### src/rtl/sort_chain_ctrl.sv
// Sequencer for the SR_N sorting chain: fills the chain from an input
// stream, then drains the sorted words to the downstream stream.
//
// Ports:
//   clk, reset (async, active-low), abort (sync frame discard)
//   in_valid/in_data/in_last/in_ready : sample input stream
//   sr_new/sr_ins_en/sr_load/sr_clr   : chain controls, sr_tail : chain tail
//   out_valid/out_data/out_last/out_ready : drained word stream
//   occupancy : samples held, frame_cnt : frames fully drained
module sort_chain_ctrl #(
  parameter int DEPTH  = 16,
  parameter int DATA_W = 10,
  parameter int CNT_W  = $clog2(DEPTH + 1)
) (
  input  logic              clk,
  input  logic              reset,
  input  logic              abort,
  input  logic              in_valid,
  input  logic [DATA_W-1:0] in_data,
  input  logic              in_last,
  output logic              in_ready,
  output logic [DATA_W-1:0] sr_new,
  output logic              sr_ins_en,
  output logic [1:0]        sr_load,
  output logic              sr_clr,
  input  logic [DATA_W-1:0] sr_tail,
  output logic              out_valid,
  output logic [DATA_W-1:0] out_data,
  output logic              out_last,
  input  logic              out_ready,
  output logic [CNT_W-1:0]  occupancy,
  output logic [15:0]       frame_cnt
);

  typedef enum logic [1:0] {
    CLEAR = 2'd0,
    FILL  = 2'd1,
    DRAIN = 2'd2
  } state_t;

  state_t            state_q, state_d;
  logic [CNT_W-1:0]  occ_q, occ_d;
  logic [15:0]       frame_q, frame_d;
  logic              in_hs;
  logic              out_hs;
  logic              full_hit;

  always_ff @(posedge clk or negedge reset) begin
    if (!reset) begin
      state_q <= CLEAR;
      occ_q   <= '0;
      frame_q <= '0;
    end else begin
      state_q <= state_d;
      occ_q   <= occ_d;
      frame_q <= frame_d;
    end
  end

  assign sr_new    = in_data;
  assign out_data  = sr_tail;
  assign occupancy = occ_q;
  assign frame_cnt = frame_q;

  always_comb begin
    state_d   = state_q;
    occ_d     = occ_q;
    frame_d   = frame_q;
    in_ready  = 1'b0;
    out_valid = 1'b0;
    out_last  = 1'b0;
    sr_ins_en = 1'b0;
    sr_load   = 2'b00;
    sr_clr    = 1'b0;
    in_hs     = 1'b0;
    out_hs    = 1'b0;
    full_hit  = 1'b0;

    unique case (state_q)
      CLEAR: begin
        sr_clr  = 1'b1;
        occ_d   = '0;
        state_d = FILL;
      end
      FILL: begin
        in_ready  = !abort;
        sr_ins_en = in_valid && !abort;
        in_hs     = in_valid && !abort;
        if (in_hs) begin
          occ_d    = occ_q + 1'b1;
          // in_last and a full chain on the same sample close once
          full_hit = (occ_q == CNT_W'(DEPTH - 1));
          if (in_last || full_hit) begin
            state_d = DRAIN;
          end
        end
      end
      DRAIN: begin
        out_valid = !abort;
        out_last  = !abort && (occ_q == CNT_W'(1));
        out_hs    = out_valid && out_ready;
        if (out_hs) begin
          sr_load = 2'b11;
          occ_d   = occ_q - 1'b1;
          if (out_last) begin
            frame_d = frame_q + 16'd1;
            state_d = CLEAR;
          end
        end
      end
      default: begin
        state_d = CLEAR;
      end
    endcase

    // abort discards the frame; the CLEAR cycle wipes the chain
    if (abort) begin
      state_d = CLEAR;
      occ_d   = '0;
    end
  end

endmodule

### config.mk
export PLATFORM = sky130hd
export DESIGN_NAME = sort_chain_ctrl
export DESIGN_NICKNAME = d
export VERILOG_FILES = /design/src/rtl/sort_chain_ctrl.sv
export SDC_FILE = /design/constraint.sdc
export NUM_CORES = 1
export LEC_CHECK = 0
export ABC_AREA = 1
export BUFFER_PORTS_ARGS = -buffer_cell sky130_fd_sc_hd__buf_2
export CAP_MARGIN = 20
export CORE_UTILIZATION = 48
export CTS_CLUSTER_DIAMETER = 120
export DETAILED_ROUTE_END_ITERATION = 10
export PLACE_DENSITY_LB_ADDON = 0.1
export REMOVE_ABC_BUFFERS = 1
export SYNTH_ARGS = -nofsm -noshare
export SYNTH_HDL_FRONTEND = slang
export SYNTH_SLANG_ARGS = --single-unit
### constraint.sdc
create_clock -name clk -period 1.6 [get_ports clk]
set_input_delay 0.24 -clock clk [delete_from_list [all_inputs] [get_ports clk]]
set_output_delay 0.24 -clock clk [all_outputs]
set_load 0.1 [all_outputs]
==> out/results.ini, run 1 <==
[outcome]
status = complete, but fails checks
violations = negative setup slack

[floorplanning]
die_h_um = 62.8
die_area_um2 = 3950
placementRows = 21
io_pins = 74
core_um2 = 3440
die_w_um = 62.8
start_util_pct = 51.6

[synthesis]
netlist_instances = 231
ys_top_cells_by_area = dfrtp_1 32%, nand2_1 16%, buf_4 8.9%
synth.top_cell.area_share_pct = 32.4
syn_avg_cell_area_um2 = 7.69
synth_cell_types = 26
seq_area_frac_synth_pct = 32.4
synth-warning-count = 0
synth.largest_area_cell = dfrtp_1
syn_area_um2 = 1780
synth_seq_cells = 23

[global_routing]
grt_max_degree = 24
track_usage_pct = 23.2
grt_pass1_vias = 1386
antenna_found_initial = 0
grt-ovfl-total = 0
grt_pass1_wl_um = 6970

[timing]
period_minus_slack_ps = 1620
clock-skew-final_ps = 4.38
max_freq_mhz = 617
setup_violations = 4
worst_hold_slack_ps = 367
slew_headroom_pct = 65.8
fin_setup_tns_ps = -66.0
maxSlewViolCount = 0
fin_ws_ps = -20.5
rsz0062_at_grt = true
fin_crit_sh_pct = 101
hold_violations = 0
tightestPinTransition_ps = 514

[cts]
clkTransAtPathRegs_ps = 80
ctsHtreeMaxLevel = 1
insertion_delay_ps = 260
cts_tree = done
cts_buffers = 3
cts_root_buffer = clkbuf_8
cts_buffer_depth = 2
cts.sinks = 23

[worst_setup_path]
r2r_end = occupancy[2]
critPathTopFamily = flip-flops
cp.required_ps = 1360
setup.worst_path.class = register to output pin
reg2reg_from = state_q[1]
arrival_ps = 1380
slowest_stage = dfrtp_2
startpoint_type = register
r2r_cells = 12
slowest_delay_ps = 440
critical_path_buf_inv_count = 2
crit_cells = 5
path_cells = inv_2 > ha_4 > nand2_4 > nor2_8 > buf_12
end_kind = output pin
rrSetupSlack_ps = 50
cp_max_fo = 3

[detailed_routing]
drcViolationCount = 0
drt-initial-drc-count = 74
first_pass_iters = 4
routed_via_density = 4.74
wl_um = 4290
postRouteAntennaNets = 0
wire_per_inst_um = 13.5
via_count = 1502

[finish]
fillers = 313
drive_gt1_share_pct = 37.3
finalNonFillerCells = 317
fin_nets = 307
area_growth_pct = 28.2
diodes = 0

[pwr]
leakagePower_nw = 1.24
vdd_drop_max_mv = 1.17
p_per_area_nw_per_um2 = 1220

[min_path]
hold_path_class = input pin to register
hold_depth = 5
hold_end = frame_cnt[13]
hold_start = out_ready

[placement]
portBuffers = 33
place.gp.congestion = 0.888
hpwl_um = 3280
dp.cells = 295

[job]
cap_viol_max_count = 0

## cell families (layout without fill, tap and decap cells)
family	Yosys count	count (layout)	share of synthesized area, %
xor gates and xnor gates	8	8	3.94
and+or+nand+nor	134	134	39.7
AOI/OAI and AO/OA	10	10	2.82
buffers and inverters	47	87	14.8
DFF	23	23	32.4
adders and majority gates	9	9	6.34
## synthesized netlist by cell type, drive strengths merged
library cell	instances
nand2	82
nor2	28
inv	24
dfrtp	23
buf	22
nand3	14
ha	9
o21ai	8
nand4	7
xnor2	4
xor2	4
a21oi	2
nor3	2
clkinv	1
nand3b	1
## how the worst max path moves through the flow
stage / end / from / slack (ps)
3_3_place_gp: frame_cnt[14] / state_q[0] / 30
4_1_cts: out_valid / state_q[0] / -30
5_1_grt: out_valid / state_q[0] / -90
3_5_place_dp: frame_cnt[15] / state_q[0] / -10
2_1_floorplan: sr_ins_en / state_q[1] / -1430
6_report: sr_load[1] / state_q[0] / -20
## worst register-to-register path, cell delays in order, from the launching register on
cell and delay, ps:
dfrtp_1 400, buf_6 130, ha_4 170, inv_4 60, nor2_4 30, buf_4 140
nand2_1 60, nand2_1 60, inv_2 80, nand2_4 70, buf_4 140, nand2_1 50
nand2_1 50
## per-stage QoR
stage | worst slack, ps | utilization [%] | total power [mW] | area [um^2]
2_1_floorplan | -1430 | - | 1.74 | 1610
3_5_place_dp | -14.5 | 57.8 | 2.12 | 1990
5_1_grt | -91.2 | 66.2 | 2.95 | 2280
6_report | -20.5 | 66.2 | 2.78 | 2280
3_3_place_gp | 32.1 | 57.8 | 2.13 | 1990
4_1_cts | -33.5 | 63.2 | 2.67 | 2180
## placed cells by master, fill, tap and decap left out, drive strengths merged
cell,netlist,final
inv,24,24
nor2,28,28
dlygate4sd3,0,1
dfrtp,23,23
clkbuf,0,4
nand4,7,7
nor3,2,2
buf,22,56
nand3b,1,1
nand3,14,14
clkinv,1,2
nand2,82,82
ha,9,9
xnor2,4,4
xor2,4,4
o21ai,8,8
a21oi,2,2
## repair_timing
| action | in CTS | in global routing |
|---|---|---|
| pin swaps | 6 | 9 |
| gates resized for setup | 17 | 12 |
| buffers inserted | 8 | 9 |
| hold buffers | 1 | 0 |
| setup endpoints to repair | 11 | 23 |
| endpoints found under the hold margin | 23 | 0 |
## layout make-up
cell class	count	area [um^2]	share of cell area (%)
multi-input cells	161	1010	44.5
flip-flops and latches	23	578	25.4
repair buffers	58	484	21.3
inverters	25	98.8	4.34
well taps	46	57.6	2.53
clock buffers	3	41.3	1.81
clock inverters	1	5.00	0.220
## per-layer routing
metal,global-route usage (%),routed length (um)
met1,33.0,2110
met2,29.9,1740
met3,12.2,420
met4,5.23,27
met5,5.56,0
## report_power, final
part / switching (mW) / total, mW / internal [mW]
logic: 1.09 / 1.72 / 0.632
clock network: 0.179 / 0.353 / 0.174
registers: 0.0761 / 0.714 / 0.638
## flip-flops by register name, summed over array words and instances (netlist names)
register	flops
occupancy	5
state_q	2
frame_cnt	16
Power figures use the tool's default switching activity.
==> run 2: changes to the inputs <==
CORE_ASPECT_RATIO = 0.6   (was default)
==> run 2 against run 1 <==
The flow still finishes with violations (negative setup slack). Non-clock buffer count down 2. Critical path depth is the same. Via count grew 2.9%. Largest power group unchanged. Clock skew is 0.61 ps higher.
==> out/results.ini, run 2 (synthesized netlist as in run 1, its figures left out) <==
[detailed_routing]
wl_um = 4560  ; +6.2%
first_pass_iters = 4  ; unchanged
routed_via_density = 4.91  ; +3.6%
postRouteAntennaNets = 0  ; unchanged
wire_per_inst_um = 14.5  ; +6.9%
drt-initial-drc-count = 61  ; -18%
via_count = 1546  ; +2.9%
drcViolationCount = 0  ; unchanged

[floorplanning]
io_pins = 74  ; unchanged
die_w_um = 80.5  ; +28%
placementRows = 16  ; -24%
start_util_pct = 52.5  ; +0.90 points
die_h_um = 49.1  ; -22%
core_um2 = 3380  ; -1.7%
die_area_um2 = 3960  ; +0.20%

[timing]
clock-skew-final_ps = 4.99  ; +0.609 ps
tightestPinTransition_ps = 524  ; +10.5 ps
hold_violations = 0  ; unchanged
rsz0062_at_grt = true
fin_setup_tns_ps = -38.2  ; +27.8 ps
period_minus_slack_ps = 1620  ; -0.816 ps
slew_headroom_pct = 65.1  ; -0.70 points
max_freq_mhz = 617  ; about the same
setup_violations = 3  ; -1
maxSlewViolCount = 0  ; unchanged
fin_ws_ps = -19.7  ; +0.816 ps
fin_crit_sh_pct = 101  ; about the same

[worst_setup_path]
r2r_cells = 10  ; -2
rrSetupSlack_ps = 50  ; about the same
startpoint_type = register
end_kind = output pin
cp.required_ps = 1360  ; about the same
reg2reg_from = state_q[0]
cp_max_fo = 4  ; +1
r2r_end = frame_cnt[10]
setup.worst_path.class = register to output pin
arrival_ps = 1380  ; about the same

[placement]
place_area_um2 = 2010  ; +1.1%
portBuffers = 33  ; unchanged
hpwl_um = 3450  ; +5.1%
place.gp.congestion = 0.820  ; -7.7%

[global_routing]
antenna_found_initial = 0  ; unchanged
grt_max_degree = 24  ; unchanged
grt_pass1_vias = 1379  ; -0.51%
grt-ovfl-total = 0  ; unchanged
track_usage_pct = 24.8  ; +1.6 points
grt_pass1_wl_um = 7150  ; +2.6%

[cts]
cts_buffers = 3  ; unchanged
cts.sinks = 23  ; unchanged
ctsHtreeMaxLevel = 1  ; unchanged
cts_root_buffer = clkbuf_8
cts_tree = done
insertion_delay_ps = 260  ; about the same
cts_buffer_depth = 2  ; unchanged
clkTransAtPathRegs_ps = 80  ; about the same

[finish]
final_common_cell = nand2_1
finalInstanceArea_um2 = 2290  ; +0.60%
largest_reg_flops = 16  ; unchanged
drive_gt1_share_pct = 38.9  ; +1.6 points
fin_nets = 306  ; -0.33%
finalCoreUtilization_pct = 67.7  ; +1.6 points
area_growth_pct = 28.9
diodes = 0  ; unchanged
layout_common_cells = 74 x nand2_1, 26 x buf_2, 20 x dfrtp_1

[min_path]
hold_end = frame_cnt[2]
hold_path_class = input pin to register
hold_start = out_ready
hold_depth = 5  ; unchanged

[outcome]
status = complete, but fails checks
violations = negative setup slack

[pwr]
leakagePower_nw = 1.22  ; -1.1%
vdd_drop_max_mv = 1.65  ; +41%
p_per_area_nw_per_um2 = 1260  ; +2.7%

[job]
cap_viol_max_count = 0  ; unchanged

## run 2: final cells by class
class | count | area [um^2]
fill | 265 | 1090
multi-input combinational | 162 | 1050
sequential | 23 | 579
timing repair buffer | 56 | 464
inverter | 25 | 98.8
tap | 45 | 56.3
clock buffer | 3 | 41.3
clock inverter | 1 | 5.00
## run 2: per-layer routing
layer	GRT usage, %	vias to the layer above	wire [um]
met3	9.72	4	525
met5	1.43	-	0
met2	29.5	69	1550
met4	4.46	0	34
li1	-	783	-
met1	40.4	690	2460
## run 2: metrics by stage
| stage | setup slack [ps] | std cells | total power, mW | hold WS (ps) |
|---|---|---|---|---|
| 2_1_floorplan | -1430 | 209 | 1.74 | -55.6 |
| 3_3_place_gp | 63.7 | 297 | 2.18 | 244 |
| 3_5_place_dp | 11.7 | 297 | 2.18 | 249 |
| 4_1_cts | -30.0 | 310 | 2.75 | 369 |
| 5_1_grt | -82.6 | 315 | 3.05 | 406 |
| 6_report | -19.7 | 315 | 2.88 | 403 |
## run 2: timing repair
action | CTS | global route
setup buffers | 9 | 5
gates resized for setup | 20 | 15
endpoints found under the hold margin | 23 | 0
hold buffers | 1 | 0
setup endpoints to repair | 7 | 23
pin swaps | 4 | 8
cloned | 0 | 1
## run 2: worst max path at each step
stage | end | startpoint | cells past startpoint | slack [ps]
finish | out_valid | state_q[0] | 5 | -20
global route | out_valid | state_q[0] | 5 | -80
CTS | sr_load[1] | state_q[0] | 5 | -30
detailed placement | frame_cnt[11] | state_q[0] | 9 | 10
global placement | sr_ins_en | state_q[1] | 5 | 60
floorplan | sr_ins_en | state_q[1] | 4 | -1430
## run 2: power by group
group / switching [mW] / internal [mW]
clock: 0.181 / 0.174
combinational: 1.15 / 0.667
sequential: 0.0681 / 0.637
total: 1.40 / 1.48
## run 2: critical path: stages, from the launching register on
cell	delay, ps
dfrtp_1	440
inv_2	100
ha_4	160
inv_4	50
nor2_4	160
buf_12	200
==> run 3: changes to the inputs <==
--- a/config.mk
+++ b/config.mk
@@ -10,3 +10,3 @@
 export CAP_MARGIN = 20
-export CORE_ASPECT_RATIO = 0.6
+export CORE_ASPECT_RATIO = 1.4
 export CORE_UTILIZATION = 48
==> constraint.sdc (replaced) <==
create_clock -name clk -period 1.6 [get_ports clk]
set_input_delay 0.32 -clock clk [delete_from_list [all_inputs] [get_ports clk]]
set_output_delay 0.32 -clock clk [all_outputs]
set_load 0.1 [all_outputs]
==> run 3 against run 2 <==
The run still ends with negative setup slack left. Combinational power down 4%. Power decreased by 1.5%. Hold slack lost 390 ps. Routed wire length is 3.7% lower. First-iteration DRC count shrank 56%. Sequential cell count unchanged.
==> out/results.ini, run 3 (synthesized netlist as in run 1, its figures left out) <==
[cts]
cts_tree = done
clkTransAtPathRegs_ps = 80  ; about the same
ctsHtreeMaxLevel = 1  ; unchanged
cts_root_buffer = clkbuf_8
cts_buffers = 3  ; unchanged
insertion_delay_ps = 270  ; about the same
cts_buffer_depth = 2  ; unchanged
cts.sinks = 23  ; unchanged

[outcome]
violations = negative setup slack
status = complete, but fails checks

[global_routing]
grt_pass1_vias = 1547  ; +12%
grt_pass1_wl_um = 6930  ; -3.1%
grt_max_degree = 24  ; unchanged
track_usage_pct = 24.6  ; -0.19 points
antenna_found_initial = 0  ; unchanged
grt-ovfl-total = 0  ; unchanged

[detailed_routing]
routed_via_density = 5.15  ; +4.9%
first_pass_iters = 6  ; +2
drcViolationCount = 0  ; unchanged
postRouteAntennaNets = 0  ; unchanged
via_count = 1601  ; +3.6%
wire_per_inst_um = 14.1  ; -2.5%
drt-initial-drc-count = 27  ; -56%
wl_um = 4390  ; -3.7%

[timing]
setup_violations = 7  ; +4
slew_headroom_pct = 65.5  ; +0.43 points
maxSlewViolCount = 0  ; unchanged
hold_violations = 0  ; unchanged
tightestPinTransition_ps = 518  ; -6.41 ps
fin_setup_tns_ps = -375  ; -337 ps
worst_hold_slack_ps = 13.4  ; -390 ps
rsz0062_at_grt = true
clock-skew-final_ps = 1.38  ; -3.61 ps
period_minus_slack_ps = 1680  ; +58.7 ps
max_freq_mhz = 596  ; -3.5%
fin_ws_ps = -78.4  ; -58.7 ps
fin_crit_sh_pct = 105  ; +3.7 points

[pwr]
pwr-share-clk_pct = 12.8  ; +0.5 points
leakagePower_nw = 1.23  ; +0.78%
swShare_pct = 48.3  ; -0.31 points
vdd_drop_max_mv = 1.19  ; -28%
combPwrFrac_pct = 61.9  ; -1.2 points
p_switching_mw = 1.37  ; -2.1%
p_per_area_nw_per_um2 = 1240  ; -1.4%
p_int_mw = 1.46  ; -0.94%
sequentialPowerShare_pct = 25.2  ; +0.7 points
p_total_mw = 2.83  ; -1.5%

[finish]
finalCoreUtilization_pct = 66.5  ; -1.2 points
largest_reg_flops = 16  ; unchanged
drive_gt1_share_pct = 38.0  ; -0.88 points
finalInstanceArea_um2 = 2290  ; -0.16%
finalNonFillerCells = 311  ; -1.3%
layout_common_cells = 72 x nand2_1, 24 x buf_2, 22 x dfrtp_1, 22 x buf_4, 16 x inv_1
final_common_cell = nand2_1
diodes = 0  ; unchanged
area_growth_pct = 28.7
fin_nets = 307  ; +0.33%

[worst_setup_path]
rrSetupSlack_ps = 0  ; -50 ps
crit_start = state_q[0]
startpoint_type = register
cp.required_ps = 1280  ; -80 ps
setup.worst_path.class = register to output pin
reg2reg_from = state_q[1]
cp_max_fo = 3  ; -1
r2r_end = occupancy[2]
end_kind = output pin
cp-endpoint = sr_load[0]
r2r_cells = 12  ; +2
arrival_ps = 1360  ; -20 ps

[floorplanning]
die_h_um = 74.0  ; +51%
io_pins = 74  ; unchanged
start_util_pct = 51.6  ; -0.88 points
die_w_um = 53.4  ; -34%
die_area_um2 = 3950  ; -0.11%
placementRows = 25  ; +9
core_um2 = 3440  ; +1.7%

[placement]
place.gp.congestion = 0.818  ; -0.18%
portBuffers = 33  ; unchanged
dp.cells = 293  ; -1.3%
hpwl_um = 3230  ; -6.1%
place_area_um2 = 2030  ; +0.81%
pre_cts_slack_ps = 15.4  ; +3.71 ps

[min_path]
hold_path_class = input pin to async pin

[job]
cap_viol_max_count = 0  ; unchanged

## run 3: layer usage
layer	GRT usage (%)	vias up	wire, um
li1	-	786	-
met1	28.8	733	1730
met2	40.4	75	2210
met3	8.38	7	371
met4	9.65	0	81
met5	4.17	-	0
## run 3: how the worst min path moves through the flow
stage | cells past startpoint | slack [ps] | to | start
finish | 1 | 10 | frame_cnt[10] | reset
global route | 1 | 60 | frame_cnt[5] | reset
CTS | 1 | 30 | frame_cnt[6] | reset
detailed placement | 1 | 320 | frame_cnt[10] | reset
global placement | 1 | 320 | frame_cnt[13] | reset
floorplan | 0 | 20 | frame_cnt[0] | reset
## run 3: what timing repair did
action,4_1_cts,5_1_grt
hold buffers,0,0
buffers inserted,7,7
gates resized for setup,14,13
cloned,0,1
pin swaps,5,7
setup endpoints to repair,7,24
## run 3: worst max-delay path: stages (launching register included)
cell     delay (ps)
dfrtp_1         440
inv_2           100
ha_4            150
nand2_4          80
nor2_8          130
buf_12          190
## run 3: layout make-up
cell class	instances	area (um^2)
multi-input combinational	162	1040
sequential	23	577
clock buffer	3	41.3
tap	40	50.0
timing repair buffer	57	475
inverter	25	98.8
fill	294	1150
clock inverter	1	5.00
## run 3: power by group through the flow
| stage | logic [mW] | registers (mW) | clock network [mW] |
|---|---|---|---|
| final | 1.75 | 0.715 | 0.364 |
| after global routing | 1.89 | 0.723 | 0.385 |
| after CTS | 1.64 | 0.710 | 0.370 |
| after detailed placement | 1.47 | 0.720 | 0 |
| after global placement | 1.46 | 0.717 | 0 |
| after floorplan | 0.784 | 0.954 | 0 |
